**src/rtl/uart_rx_bit_sampler_if.sv**
```systemverilog
// uart_rx_bit_sampler_if: line, control and sample/count signals between the RX FSM and the bit sampler.
interface uart_rx_bit_sampler_if #(
    parameter int PRESCALE_W = 6,
    parameter int BIT_CNT_W  = 4
);
    logic                  rx_in;
    logic [PRESCALE_W-1:0] prescale;
    logic                  cnt_en;
    logic                  dat_samp_en;
    logic                  sampled_bit;
    logic                  sample_valid;
    logic [PRESCALE_W-1:0] edge_cnt;
    logic [BIT_CNT_W-1:0]  bit_cnt;
    logic                  bit_done;

    modport master (
        output rx_in, prescale, cnt_en, dat_samp_en,
        input  sampled_bit, sample_valid, edge_cnt, bit_cnt, bit_done
    );

    modport slave (
        input  rx_in, prescale, cnt_en, dat_samp_en,
        output sampled_bit, sample_valid, edge_cnt, bit_cnt, bit_done
    );
endinterface

```
**src/rtl/uart_rx_bit_sampler.sv**
```systemverilog
// uart_rx_bit_sampler: synchronises rx, counts oversampling edges and bits, and majority-votes
// three mid-bit samples into one bit per bit period.
module uart_rx_bit_sampler #(
    parameter int PRESCALE_W = 6,
    parameter int BIT_CNT_W  = 4
) (
    input logic                  clk,
    input logic                  rst,
    uart_rx_bit_sampler_if.slave sb
);
    logic                  rx_s1_q, rx_s1_d, rx_sync_q, rx_sync_d;
    logic                  s0_q, s0_d, s1_q, s1_d;
    logic                  bit_q, bit_d, valid_q, valid_d;
    logic [PRESCALE_W-1:0] edge_q, edge_d;
    logic [BIT_CNT_W-1:0]  bcnt_q, bcnt_d;
    logic [PRESCALE_W-1:0] p, m;
    logic                  legal, last, samp;

    // Unsupported prescale values fall back to 8x oversampling.
    assign legal = sb.prescale == PRESCALE_W'(8) || sb.prescale == PRESCALE_W'(16) ||
                   sb.prescale == PRESCALE_W'(32);
    assign p     = legal ? sb.prescale : PRESCALE_W'(8);
    assign m     = p >> 1;
    assign last  = edge_q == p - PRESCALE_W'(1);
    assign samp  = sb.dat_samp_en & sb.cnt_en;

    always_comb begin
        rx_s1_d   = sb.rx_in;
        rx_sync_d = rx_s1_q;
        edge_d    = !sb.cnt_en ? '0 : last ? '0 : edge_q + PRESCALE_W'(1);
        bcnt_d    = !sb.cnt_en ? '0 : (last && bcnt_q != '1) ? bcnt_q + BIT_CNT_W'(1) : bcnt_q;
        s0_d      = (samp && edge_q == m - PRESCALE_W'(1)) ? rx_sync_q : s0_q;
        s1_d      = (samp && edge_q == m) ? rx_sync_q : s1_q;
        valid_d   = samp && edge_q == m + PRESCALE_W'(1);
        bit_d     = valid_d ? (s0_q & s1_q) | (s1_q & rx_sync_q) | (s0_q & rx_sync_q) : bit_q;
    end

    always_ff @(posedge clk) begin
        if (!rst) begin
            rx_s1_q   <= 1'b1;
            rx_sync_q <= 1'b1;
            s0_q      <= 1'b1;
            s1_q      <= 1'b1;
            bit_q     <= 1'b1;
            valid_q   <= 1'b0;
            edge_q    <= '0;
            bcnt_q    <= '0;
        end else begin
            rx_s1_q   <= rx_s1_d;
            rx_sync_q <= rx_sync_d;
            s0_q      <= s0_d;
            s1_q      <= s1_d;
            bit_q     <= bit_d;
            valid_q   <= valid_d;
            edge_q    <= edge_d;
            bcnt_q    <= bcnt_d;
        end
    end

    assign sb.sampled_bit  = bit_q;
    assign sb.sample_valid = valid_q;
    assign sb.edge_cnt     = edge_q;
    assign sb.bit_cnt      = bcnt_q;
    assign sb.bit_done     = sb.cnt_en & last;
endmodule

```
**src/flat_wrapper.sv**
```systemverilog
// flat-port wrapper written by rule: the top's interface ports become plain ports
module uart_rx_bit_sampler_flat 
#(
    parameter int PRESCALE_W = 6,
    parameter int BIT_CNT_W  = 4
)
  (clk, rst, sb_rx_in, sb_prescale, sb_cnt_en, sb_dat_samp_en, sb_sampled_bit, sb_sample_valid, sb_edge_cnt, sb_bit_cnt, sb_bit_done);
  uart_rx_bit_sampler_if #(.PRESCALE_W(PRESCALE_W), .BIT_CNT_W(BIT_CNT_W)) sb_i ();
  input logic clk;
  input logic rst;
  input wire logic [$bits(sb_i.rx_in)-1:0] sb_rx_in;
  input wire logic [$bits(sb_i.prescale)-1:0] sb_prescale;
  input wire logic [$bits(sb_i.cnt_en)-1:0] sb_cnt_en;
  input wire logic [$bits(sb_i.dat_samp_en)-1:0] sb_dat_samp_en;
  output wire logic [$bits(sb_i.sampled_bit)-1:0] sb_sampled_bit;
  output wire logic [$bits(sb_i.sample_valid)-1:0] sb_sample_valid;
  output wire logic [$bits(sb_i.edge_cnt)-1:0] sb_edge_cnt;
  output wire logic [$bits(sb_i.bit_cnt)-1:0] sb_bit_cnt;
  output wire logic [$bits(sb_i.bit_done)-1:0] sb_bit_done;
  assign sb_i.rx_in = sb_rx_in;
  assign sb_i.prescale = sb_prescale;
  assign sb_i.cnt_en = sb_cnt_en;
  assign sb_i.dat_samp_en = sb_dat_samp_en;
  assign sb_sampled_bit = sb_i.sampled_bit;
  assign sb_sample_valid = sb_i.sample_valid;
  assign sb_edge_cnt = sb_i.edge_cnt;
  assign sb_bit_cnt = sb_i.bit_cnt;
  assign sb_bit_done = sb_i.bit_done;
  uart_rx_bit_sampler #(.PRESCALE_W(PRESCALE_W), .BIT_CNT_W(BIT_CNT_W)) u_core (.clk(clk), .rst(rst), .sb(sb_i));
endmodule
```
**config.mk**
```make
export PLATFORM = sky130hd
export DESIGN_NAME = uart_rx_bit_sampler_flat
export DESIGN_NICKNAME = d
export VERILOG_FILES = /design/src/rtl/uart_rx_bit_sampler_if.sv /design/src/rtl/uart_rx_bit_sampler.sv /design/src/flat_wrapper.sv
export SDC_FILE = /design/constraint.sdc
export NUM_CORES = 1
export LEC_CHECK = 0
export ABC_AREA = 1
export ABC_CLOCK_PERIOD_IN_PS = 1800
export BUFFER_PORTS_ARGS = -buffer_cell sky130_fd_sc_hd__buf_4
export CAP_MARGIN = 20
export CORE_ASPECT_RATIO = 0.7
export CORE_UTILIZATION = 50
export DETAILED_ROUTE_END_ITERATION = 12
export HOLD_SLACK_MARGIN = 0.12
export PLACE_DENSITY = 0.74
export SYNTH_ARGS = -nofsm -noshare
export SYNTH_HDL_FRONTEND = slang
export SYNTH_SLANG_ARGS = --single-unit
```
**constraint.sdc**
```tcl
create_clock -name clk -period 1.8 [get_ports clk]
set_clock_uncertainty 0.05 [all_clocks]
set_input_delay 0.18 -clock clk [delete_from_list [all_inputs] [get_ports clk]]
set_output_delay 0.18 -clock clk [all_outputs]
set_load 0.02 [all_outputs]
```
==> results of run 1 <==
[power groups by stage]
stage          Combinational (uW)  Clock [uW]  Sequential [uW]
4_1_cts                       124         247              362
3_3_place_gp                  116           0              370
3_5_place_dp                  120           0              370
6_report                      131         241              360
2_1_floorplan                72.7           0              376
5_1_grt                       143         273              361
[cells by family (layout without fill, tap and decap cells)]
group | after synthesis | count (layout) | share of synthesized area, %
other | 2 | 8 | 0.641
buffers and inverters | 23 | 58 | 7.48
XOR/XNOR | 12 | 12 | 8.98
flip-flops | 16 | 16 | 27.4
adder cells (fa/ha/maj) | 7 | 7 | 7.26
AO/OA/AOI/OAI | 6 | 6 | 2.88
AND/OR/NAND/NOR | 92 | 92 | 45.4
[registers in the layout, indices dropped and copies added, names as in the netlist]
name,count
u_core.sb.edge_cnt,6
u_core.sb.bit_cnt,4
u_core.rx_s1_q,1
u_core.rx_sync_q,1
u_core.s0_q,1
u_core.s1_q,1
u_core.sb.sample_valid,1
u_core.sb.sampled_bit,1
[what timing repair did]
action,in CTS,in global routing
resized for setup,1,2
buffers inserted,0,4
hold buffers,2,0
endpoints found under the setup margin,1,1
endpoints found under the hold margin,4,0
pin swaps,0,5
[cell usage in the layout, fill, tap and decap left out, drive strengths merged, types with 2 or more instances in the layout]
cell         instances
ha                   6
nand4                7
xnor2                3
or2                  2
conb                 8
dlygate4sd3          2
nor3                 3
a21oi                5
buf                 30
clkbuf               4
xor2                 9
nand3               21
inv                 21
nor2                24
nor3b                2
dfxtp               16
nand2               33
[area by class of cell]
type,count,share of cell area [%]
repair buffers,32,16.2
flip-flops and latches,16,21.4
inverters,22,5.45
well taps,32,2.64
clock buffers,4,2.39
multi-input cells,125,52.0
[path summary, 6_finish.rpt]
check / to / depth (start not counted)
worst max register to register: u_core.s1_q$_SDFFE_PN1P_ / 8
worst min register to register: u_core.rx_sync_q$_SDFF_PN1_ / 1
worst min-delay path: u_core.sb.bit_cnt[3]$_SDFFE_PN0P_ / 3
worst max-delay path: sb_bit_done / 6
[routing by layer]
metal	GRT usage [%]	wire length, um	up-vias
li1	-	-	575
met1	30.4	1230	515
met2	34.9	1250	28
met3	5.56	131	2
met4	5.12	11	0
met5	0	0	-
[worst min-delay path, stage by stage]
cell     delay [ns]
buf_4          0.12
nand2_1        0.12
a21oi_1        0.05
[through the flow]
stage / utilization [%] / setup WS, ns
2_1_floorplan: - / 0.105
3_3_place_gp: 65.6 / 0.178
3_5_place_dp: 65.6 / 0.0886
4_1_cts: 68.2 / 0.0354
5_1_grt: 69.8 / 0.00883
6_report: 69.8 / 0.130
==> flow_summary.yaml, run 1 <==
outcome:
  outcome: "finished, final reports clean"
die:
  initial_core_util_pct: 53.9
  io_pins: 24
  die_h_um: 42.5
  fp.coreArea_mm2: 0.00217
  row_count: 14
  die_x_um: 59.8
  dieArea_mm2: 0.00254
synthesis:
  avgSynthCellArea_um2: 7.41
  synth_warnings: 0
  syn-cell-area_mm2: 0.00117
  ys_types: 28
  synth.area.top_cells: "dfxtp_1 27%, nand2_1 7.4%, nand3_1 6.8%"
  seq_area_frac_synth_pct: 27.4
  synth_top_area_cell: "dfxtp_1"
  synthCells: 158
  ys_async_sr_fraction_pct: 0
  synth_ff_type: "dfxtp_1"
  ys_top_cells_by_count: "23 x nand2_1, 19 x inv_1, 18 x nor2_1"
  synth-edff-count: 0
  ys_seq_elements: 16
  synth.top_cell.area_share_pct: 27.4
  post-synth-top-count-cell: "nand2_1"
pwr:
  internal_power_uw: 537
  powerDensity_mw_per_mm2: 483
  total_power_uw: 732
  leakage_uw: 0.000726
  ir_worst_vdd_mv: 0.460
  seq_power_share_pct: 49.2
  clkPwrFrac_pct: 32.9
  switching_share_pct: 26.7
  p_switching_uw: 196
  p_comb_share_pct: 17.9
critical_path:
  r2r_start: "u_core.sb.edge_cnt[4]$_SDFF_PP0_"
  r2r_slack_ns: 0.36
  startpoint_type: "flop"
  critical_path_arrival_ns: 1.44
  slowest_delay_ns: 0.36
  crit_required_ns: 1.57
  cp_top_family: "simple AND/OR/NAND/NOR gates"
  slowest_stage: "dfxtp_1"
  crit_fanout: 4
  crit_buf_inv: 1
  critPathLaunch: "u_core.sb.edge_cnt[2]$_SDFF_PP0_"
  crit_chain: "xnor2_1, nand3_1, nor2_4, nand2_2, nor2_2, buf_4"
  setup.worst_path.class: "reg -> out"
  critPathCaptureType: "primary output"
final_layout:
  nets: 217
  design_area_mm2: 0.00152
  regArea_um2: 324
  multi_input_area_um2: 788
  finalNonFillerCells: 231
  num-fill-cells: 202
  diodes: 0
  drive_gt1_share_pct: 32.7
  area_delta_synth_final_pct: 29.5
routing:
  drt_iter0_markers: 71
  post_drt_wl_per_cell_um: 11.4
  drc: 0
  drt-vias-per-instance: 4.85
  firstDrtPassIters: 4
  drtAntennaViolNets: 0
  wirelength_um: 2620
  num_vias: 1120
placement:
  placed_area_mm2: 0.00142
  place_hpwl_um: 2000
  port_buffers: 23
  place.gp.congestion: 0.858
  dp.cells: 221
clocking:
  clock_path_buffers: 2
  clkSinkCount: 16
  clk_pin_slew_ns: 0.10
  htree_levels: 1
  numCtsBuffers: 3
  cts_tree: "built"
  clockRootBuffer: "clkbuf_4"
  clk_latency_ns: 0.29
run:
  maxCapViolations: 0
grt:
  grt_pass1_wl_um: 4170
  grt-ovfl-total: 0
  grt_max_degree: 10
  grt_pass1_vias: 982
  track_usage_pct: 22.2
  antenna_found_initial: 0
hold_path:
  hold_class: "in -> reg"
  hp-start: "sb_cnt_en"
timing:
  final_max_slew_viol_count: 0
  fin_tns_setup_ns: 0
  fmax_ghz: 0.599
  hold_viol: 0
  setup_viol: 0
  whs_ns: 0.172
  rsz0062_at_grt: "false"
  fin_crit_ns: 1.67
  finalCritPeriodShare_pct: 92.8
Note: power is estimated with default switching activity, not from simulation.
==> run 2: changes to the inputs <==
Settings changed: ABC_AREA 1 to default.
==> run 2 against run 1 <==
The flow now finishes with violations (DRC, setup timing). Register-to-register slack got worse by 0.39 ns. Clock power increased by 3%. Combinational power increased by 15%. Flip-flop and latch count unchanged. Via count increased by 4.3%. Core utilization increased by 14 points. Critical path type is now in -> reg. Critical endpoint is now u_core.s0_q$_SDFFE_PN1P_. Largest cell class unchanged. Largest power group unchanged.
==> flow_summary.yaml, run 2 <==
grt:
  grt_pass1_wl_um: 4770
  track_usage_pct: 27.8
  antenna_found_initial: 0
  grt_max_degree: 10
  grt_pass1_vias: 1042
  grt-ovfl-total: 0
critical_path:
  critical_path_arrival_ns: 2.16
  setup.worst_path.class: "in -> reg"
  crit_required_ns: 1.99
  critPathCaptureType: "flop"
  startpoint_type: "input pin"
  crit_fanout: 4
synthesis:
  synth_ff_type: "dfxtp_1"
  ys_types: 42
  ys_seq_elements: 16
  synth_warnings: 0
  synthCells: 132
  synth_top_area_cell: "dfxtp_1"
  synth.top_cell.area_share_pct: 29.2
  seq_area_frac_synth_pct: 29.2
  avgSynthCellArea_um2: 8.30
  synth.area.top_cells: "dfxtp_1 29%, ha_1 6.8%, nor2_1 5.8%"
  post-synth-top-count-cell: "nor2_1"
  ys_top_cells_by_count: "17 x nor2_1, 16 x dfxtp_1, 10 x nand2_1"
  syn-cell-area_mm2: 0.00110
  ys_async_sr_fraction_pct: 0
  synth-edff-count: 0
timing:
  final_max_slew_viol_count: 0
  rsz0062_at_grt: "true"
  setup_slack_ns: -0.167
  fin_crit_ns: 1.97
  setup_viol: 2
  hold_viol: 0
  whs_ns: 0.241
  finalCritPeriodShare_pct: 109
  fmax_ghz: 0.508
pwr:
  p_switching_uw: 199
  clkPwrFrac_pct: 32.7
  switching_share_pct: 26.2
  internal_power_uw: 561
  powerDensity_mw_per_mm2: 464
  total_power_uw: 761
  p_comb_share_pct: 19.8
  seq_power_share_pct: 47.5
  ir_worst_vdd_mv: 0.409
  leakage_uw: 0.000752
placement:
  pre_cts_ws_ns: -0.374
  place.gp.congestion: 0.952
  port_buffers: 23
  place_hpwl_um: 2180
clocking:
  clk_pin_slew_ns: 0.10
  clockRootBuffer: "clkbuf_4"
  numCtsBuffers: 3
  cts_tree: "built"
  clk_latency_ns: 0.30
  clock_path_buffers: 2
  htree_levels: 1
  clkSinkCount: 16
routing:
  drt_iter0_markers: 90
  num_vias: 1168
  post_drt_wl_per_cell_um: 15.3
  firstDrtPassIters: 8
  drt-vias-per-instance: 5.54
  wirelength_um: 3240
  drtAntennaViolNets: 0
  drc: 2
final_layout:
  diodes: 0
  final_common_cell: "buf_4"
  largest_reg_flops: 6
  area_delta_synth_final_pct: 49.5
  num-fill-cells: 120
  most-common-layout-cells: "45 x buf_4, 15 x nor2_1, 15 x dfxtp_1, 10 x nand2_1, 8 x conb_1"
  drive_gt1_share_pct: 38.1
  nets: 207
outcome:
  violations: "DRC, setup timing"
  outcome: "finished, violations left"
die:
  io_pins: 24
  row_count: 13
  die_x_um: 58.0
  dieArea_mm2: 0.00239
  initial_core_util_pct: 56.2
  die_h_um: 41.2
  fp.coreArea_mm2: 0.00195
run:
  maxCapViolations: 0
hold_path:
  hold_class: "in -> reg"
[run 2: changes by cell type in the layout (fill, tap and decap cells not counted), moves of 6 or more]
cell	delta
nand2_1	-13
nand3_1	-11
buf_6	+6
inv_1	-17
buf_4	+15
nand4_1	-6
nand2_2	-8
[run 2: power groups by stage]
stage | logic [uW] | registers, uW | clock network, uW
finish | 151 | 361 | 249
global route | 166 | 362 | 272
CTS | 138 | 361 | 247
detailed placement | 124 | 370 | 0
global placement | 121 | 369 | 0
floorplan | 64.2 | 374 | 0
[run 2: logic make-up (layout without fill, tap and decap cells)]
family	count (synthesis)	count (layout)	synth area share, %
AOI/OAI and AO/OA	25	25	16.2
xor gates and xnor gates	13	13	11.6
adders and majority gates	6	6	6.85
buffers and inverters	9	60	4.22
DFF	16	16	29.2
muxes	2	2	1.83
other	2	8	0.685
and+or+nand+nor	59	59	29.3
[run 2: path summary, 6_finish.rpt]
path	from	slack (ns)	cells past startpoint	end
max	sb_prescale[1]	-0.17	8	u_core.s0_q$_SDFFE_PN1P_
min	sb_cnt_en	0.24	4	u_core.sb.edge_cnt[0]$_SDFF_PP0_
max reg2reg	u_core.sb.edge_cnt[3]$_SDFF_PP0_	-0.03	5	u_core.s0_q$_SDFFE_PN1P_
min reg2reg	u_core.rx_s1_q$_SDFF_PN1_	0.37	1	u_core.rx_sync_q$_SDFF_PN1_
[run 2: worst max-delay path, stage by stage]
cell,delay (ns)
buf_6,0.09
or4_4,0.57
buf_4,0.17
nand2_2,0.05
o21ai_2,0.05
or4b_4,0.48
or4b_1,0.48
nand3_1,0.08
[run 2: area by class of cell]
type / count / area (um^2) / share of cell area (%)
Clock buffer: 4 / 36.3 / 2.21
Inverter: 2 / 7.51 / 0.458
Multi-Input combinational cell: 113 / 811 / 49.5
Sequential cell: 16 / 322 / 19.6
Tap cell: 22 / 27.5 / 1.68
Timing Repair Buffer: 54 / 435 / 26.6
[run 2: timing repair]
action,in CTS,in global routing
pin swaps,6,4
hold buffers,3,0
resized for setup,12,6
hold endpoints to repair,6,0
endpoints found under the setup margin,10,11
setup buffers,2,2
[run 2: metrics by stage]
step	utilization (%)	cells	area (um^2)	setup TNS, ns
finish	84.0	211	1640	-0.307
global route	84.0	211	1640	-0.355
CTS	81.9	209	1600	-0.140
detailed placement	74.9	200	1460	-4.46
global placement	74.9	200	1460	-3.97
floorplan	-	138	1120	-0.905
[run 2: routing by layer]
layer / vias up / global-route usage, % / wire, um
met5: - / 0 / 0
met4: 0 / 9.52 / 55
met3: 10 / 7.26 / 222
met2: 54 / 48.9 / 1520
met1: 535 / 34.3 / 1440
li1: 569 / - / -
==> run 3: changes to the inputs <==
Settings changed: BUFFER_PORTS_ARGS -buffer_cell sky130_fd_sc_hd__buf_4 to default, DONT_BUFFER_PORTS from default to 1, PLACE_DENSITY 0.74 to default.
==> run 3 against run 2 <==
The run ends with DRC left. Final area fell by 9.8%. Sequential share of layout area up 2.5 points. Maximum frequency up 9.4%. Total power decreased by 5.0%. Critical path depth is 2 lower. Routed wire length shrank 10%. Register-to-register slack gained 0.03 ns. Die area stayed put.
==> flow_summary.yaml, run 3 (synthesis gave the netlist of run 2 again) <==
timing:
  final_max_slew_viol_count: 0
  whs_ns: 0.186
  relSlewSlack_pct: 59.6
  fmax_ghz: 0.556
  rsz0062_at_grt: "true"
  setup_viol: 0
  fin_crit_ns: 1.80
  finalCritPeriodShare_pct: 99.8
  fin_tns_setup_ns: 0
  tightest_slew_ns: 0.601
  hold_viol: 0
grt:
  antenna_found_initial: 0
  grt_pass1_vias: 909
  track_usage_pct: 25.3
  grt_max_degree: 10
  grt-ovfl-total: 0
  grt_pass1_wl_um: 4220
clocking:
  clock_path_buffers: 2
  clkSinkCount: 16
  clk_latency_ns: 0.30
  htree_levels: 1
  numCtsBuffers: 3
  clk_pin_slew_ns: 0.11
  cts_tree: "built"
  clockRootBuffer: "clkbuf_4"
pwr:
  clkPwrFrac_pct: 34.5
  internal_power_uw: 535
  p_switching_uw: 187
  seq_power_share_pct: 49.8
  p_comb_share_pct: 15.7
  leakage_uw: 0.000628
  switching_share_pct: 25.9
  ir_worst_vdd_mv: 0.373
  powerDensity_mw_per_mm2: 489
outcome:
  violations: "DRC"
  outcome: "finished, violations left"
critical_path:
  startpoint_type: "input pin"
  critPathCaptureType: "primary output"
  crit_fanout: 5
  critical_path_arrival_ns: 1.57
  crit_required_ns: 1.57
  setup.worst_path.class: "in -> out"
die:
  dieArea_mm2: 0.00239
  initial_core_util_pct: 56.2
  row_count: 13
  die_h_um: 41.2
  io_pins: 24
  fp.coreArea_mm2: 0.00195
  die_x_um: 58.0
final_layout:
  area_delta_synth_final_pct: 34.8
  num-fill-cells: 144
  largest_reg_flops: 6
  diodes: 0
  final_common_cell: "buf_4"
  design_area_mm2: 0.00148
  most-common-layout-cells: "25 x buf_4, 14 x nor2_1, 13 x dfxtp_1, 9 x nand2_1, 8 x conb_1"
  nets: 183
  drive_gt1_share_pct: 32.1
placement:
  place_hpwl_um: 1970
  placed_area_mm2: 0.00128
  port_buffers: 0
  place.gp.congestion: 0.781
routing:
  post_drt_wl_per_cell_um: 15.5
  drt-vias-per-instance: 5.63
  firstDrtPassIters: 8
  drc: 4
  wirelength_um: 2910
  num_vias: 1052
  drtAntennaViolNets: 0
  drt_iter0_markers: 30
hold_path:
  hold_class: "in -> reg"
run:
  maxCapViolations: 0
-- run 3: per-stage QoR --
| step | setup slack [ns] | utilization (%) | instances | power [uW] |
|---|---|---|---|---|
| 2_1_floorplan | -0.283 | - | 138 | 438 |
| 3_3_place_gp | -0.246 | 65.6 | 176 | 458 |
| 3_5_place_dp | -0.261 | 65.6 | 176 | 459 |
| 4_1_cts | -0.0228 | 72.2 | 185 | 713 |
| 5_1_grt | -0.0468 | 75.7 | 187 | 753 |
| 6_report | 0.00281 | 75.7 | 187 | 723 |
-- run 3: worst paths after layout --
path                                                        from                           endpoint  slack, ns  depth (start not counted)
worst max-delay path                              sb_prescale[1]                        sb_bit_done      0.003                          6
worst min-delay path                                         rst  u_core.sb.bit_cnt[1]$_SDFFE_PN0P_       0.19                          2
worst max register to register  u_core.sb.edge_cnt[3]$_SDFF_PP0_           u_core.s0_q$_SDFFE_PN1P_      0.003                          6
worst min register to register         u_core.rx_s1_q$_SDFF_PN1_        u_core.rx_sync_q$_SDFF_PN1_       0.37                          1
-- run 3: power by group through the flow --
stage | clock network, uW | registers (uW) | logic (uW)
CTS | 251 | 360 | 102
detailed placement | 0 | 370 | 89.2
global placement | 0 | 370 | 88.8
finish | 249 | 360 | 113
floorplan | 0 | 374 | 64.2
global route | 270 | 361 | 123
-- run 3: metal layers --
layer,vias up,global-route usage (%),wire (um),part of all wire [%]
met1,491,32.2,1330,46
met5,-,0,0,0
met2,33,43.1,1380,47
met4,0,3.57,22,0.76
met3,4,8.83,175,6.0
li1,524,-,-,-
-- run 3: timing repair --
action / CTS / global route
hold endpoints to repair: 8 / 0
hold buffers: 3 / 0
setup endpoints to repair: 10 / 9
cloned: 0 / 0
gates resized for setup: 13 / 12
pin swaps: 7 / 6
setup buffers: 2 / 2
-- run 3: cell type report --
type	instances	area, um^2	share of cell area [%]
multi-input cells	113	840	56.8
flip-flops and latches	16	327	22.1
repair buffers	30	240	16.3
clock buffers	4	36.3	2.46
well taps	22	27.5	1.86
inverters	2	7.51	0.508
-- run 3: worst max-delay path: stages --
cell and delay (ns):
or4_4 0.57, buf_4 0.17, a21oi_4 0.13, xnor2_2 0.13, o211a_1 0.20, and2_4 0.19
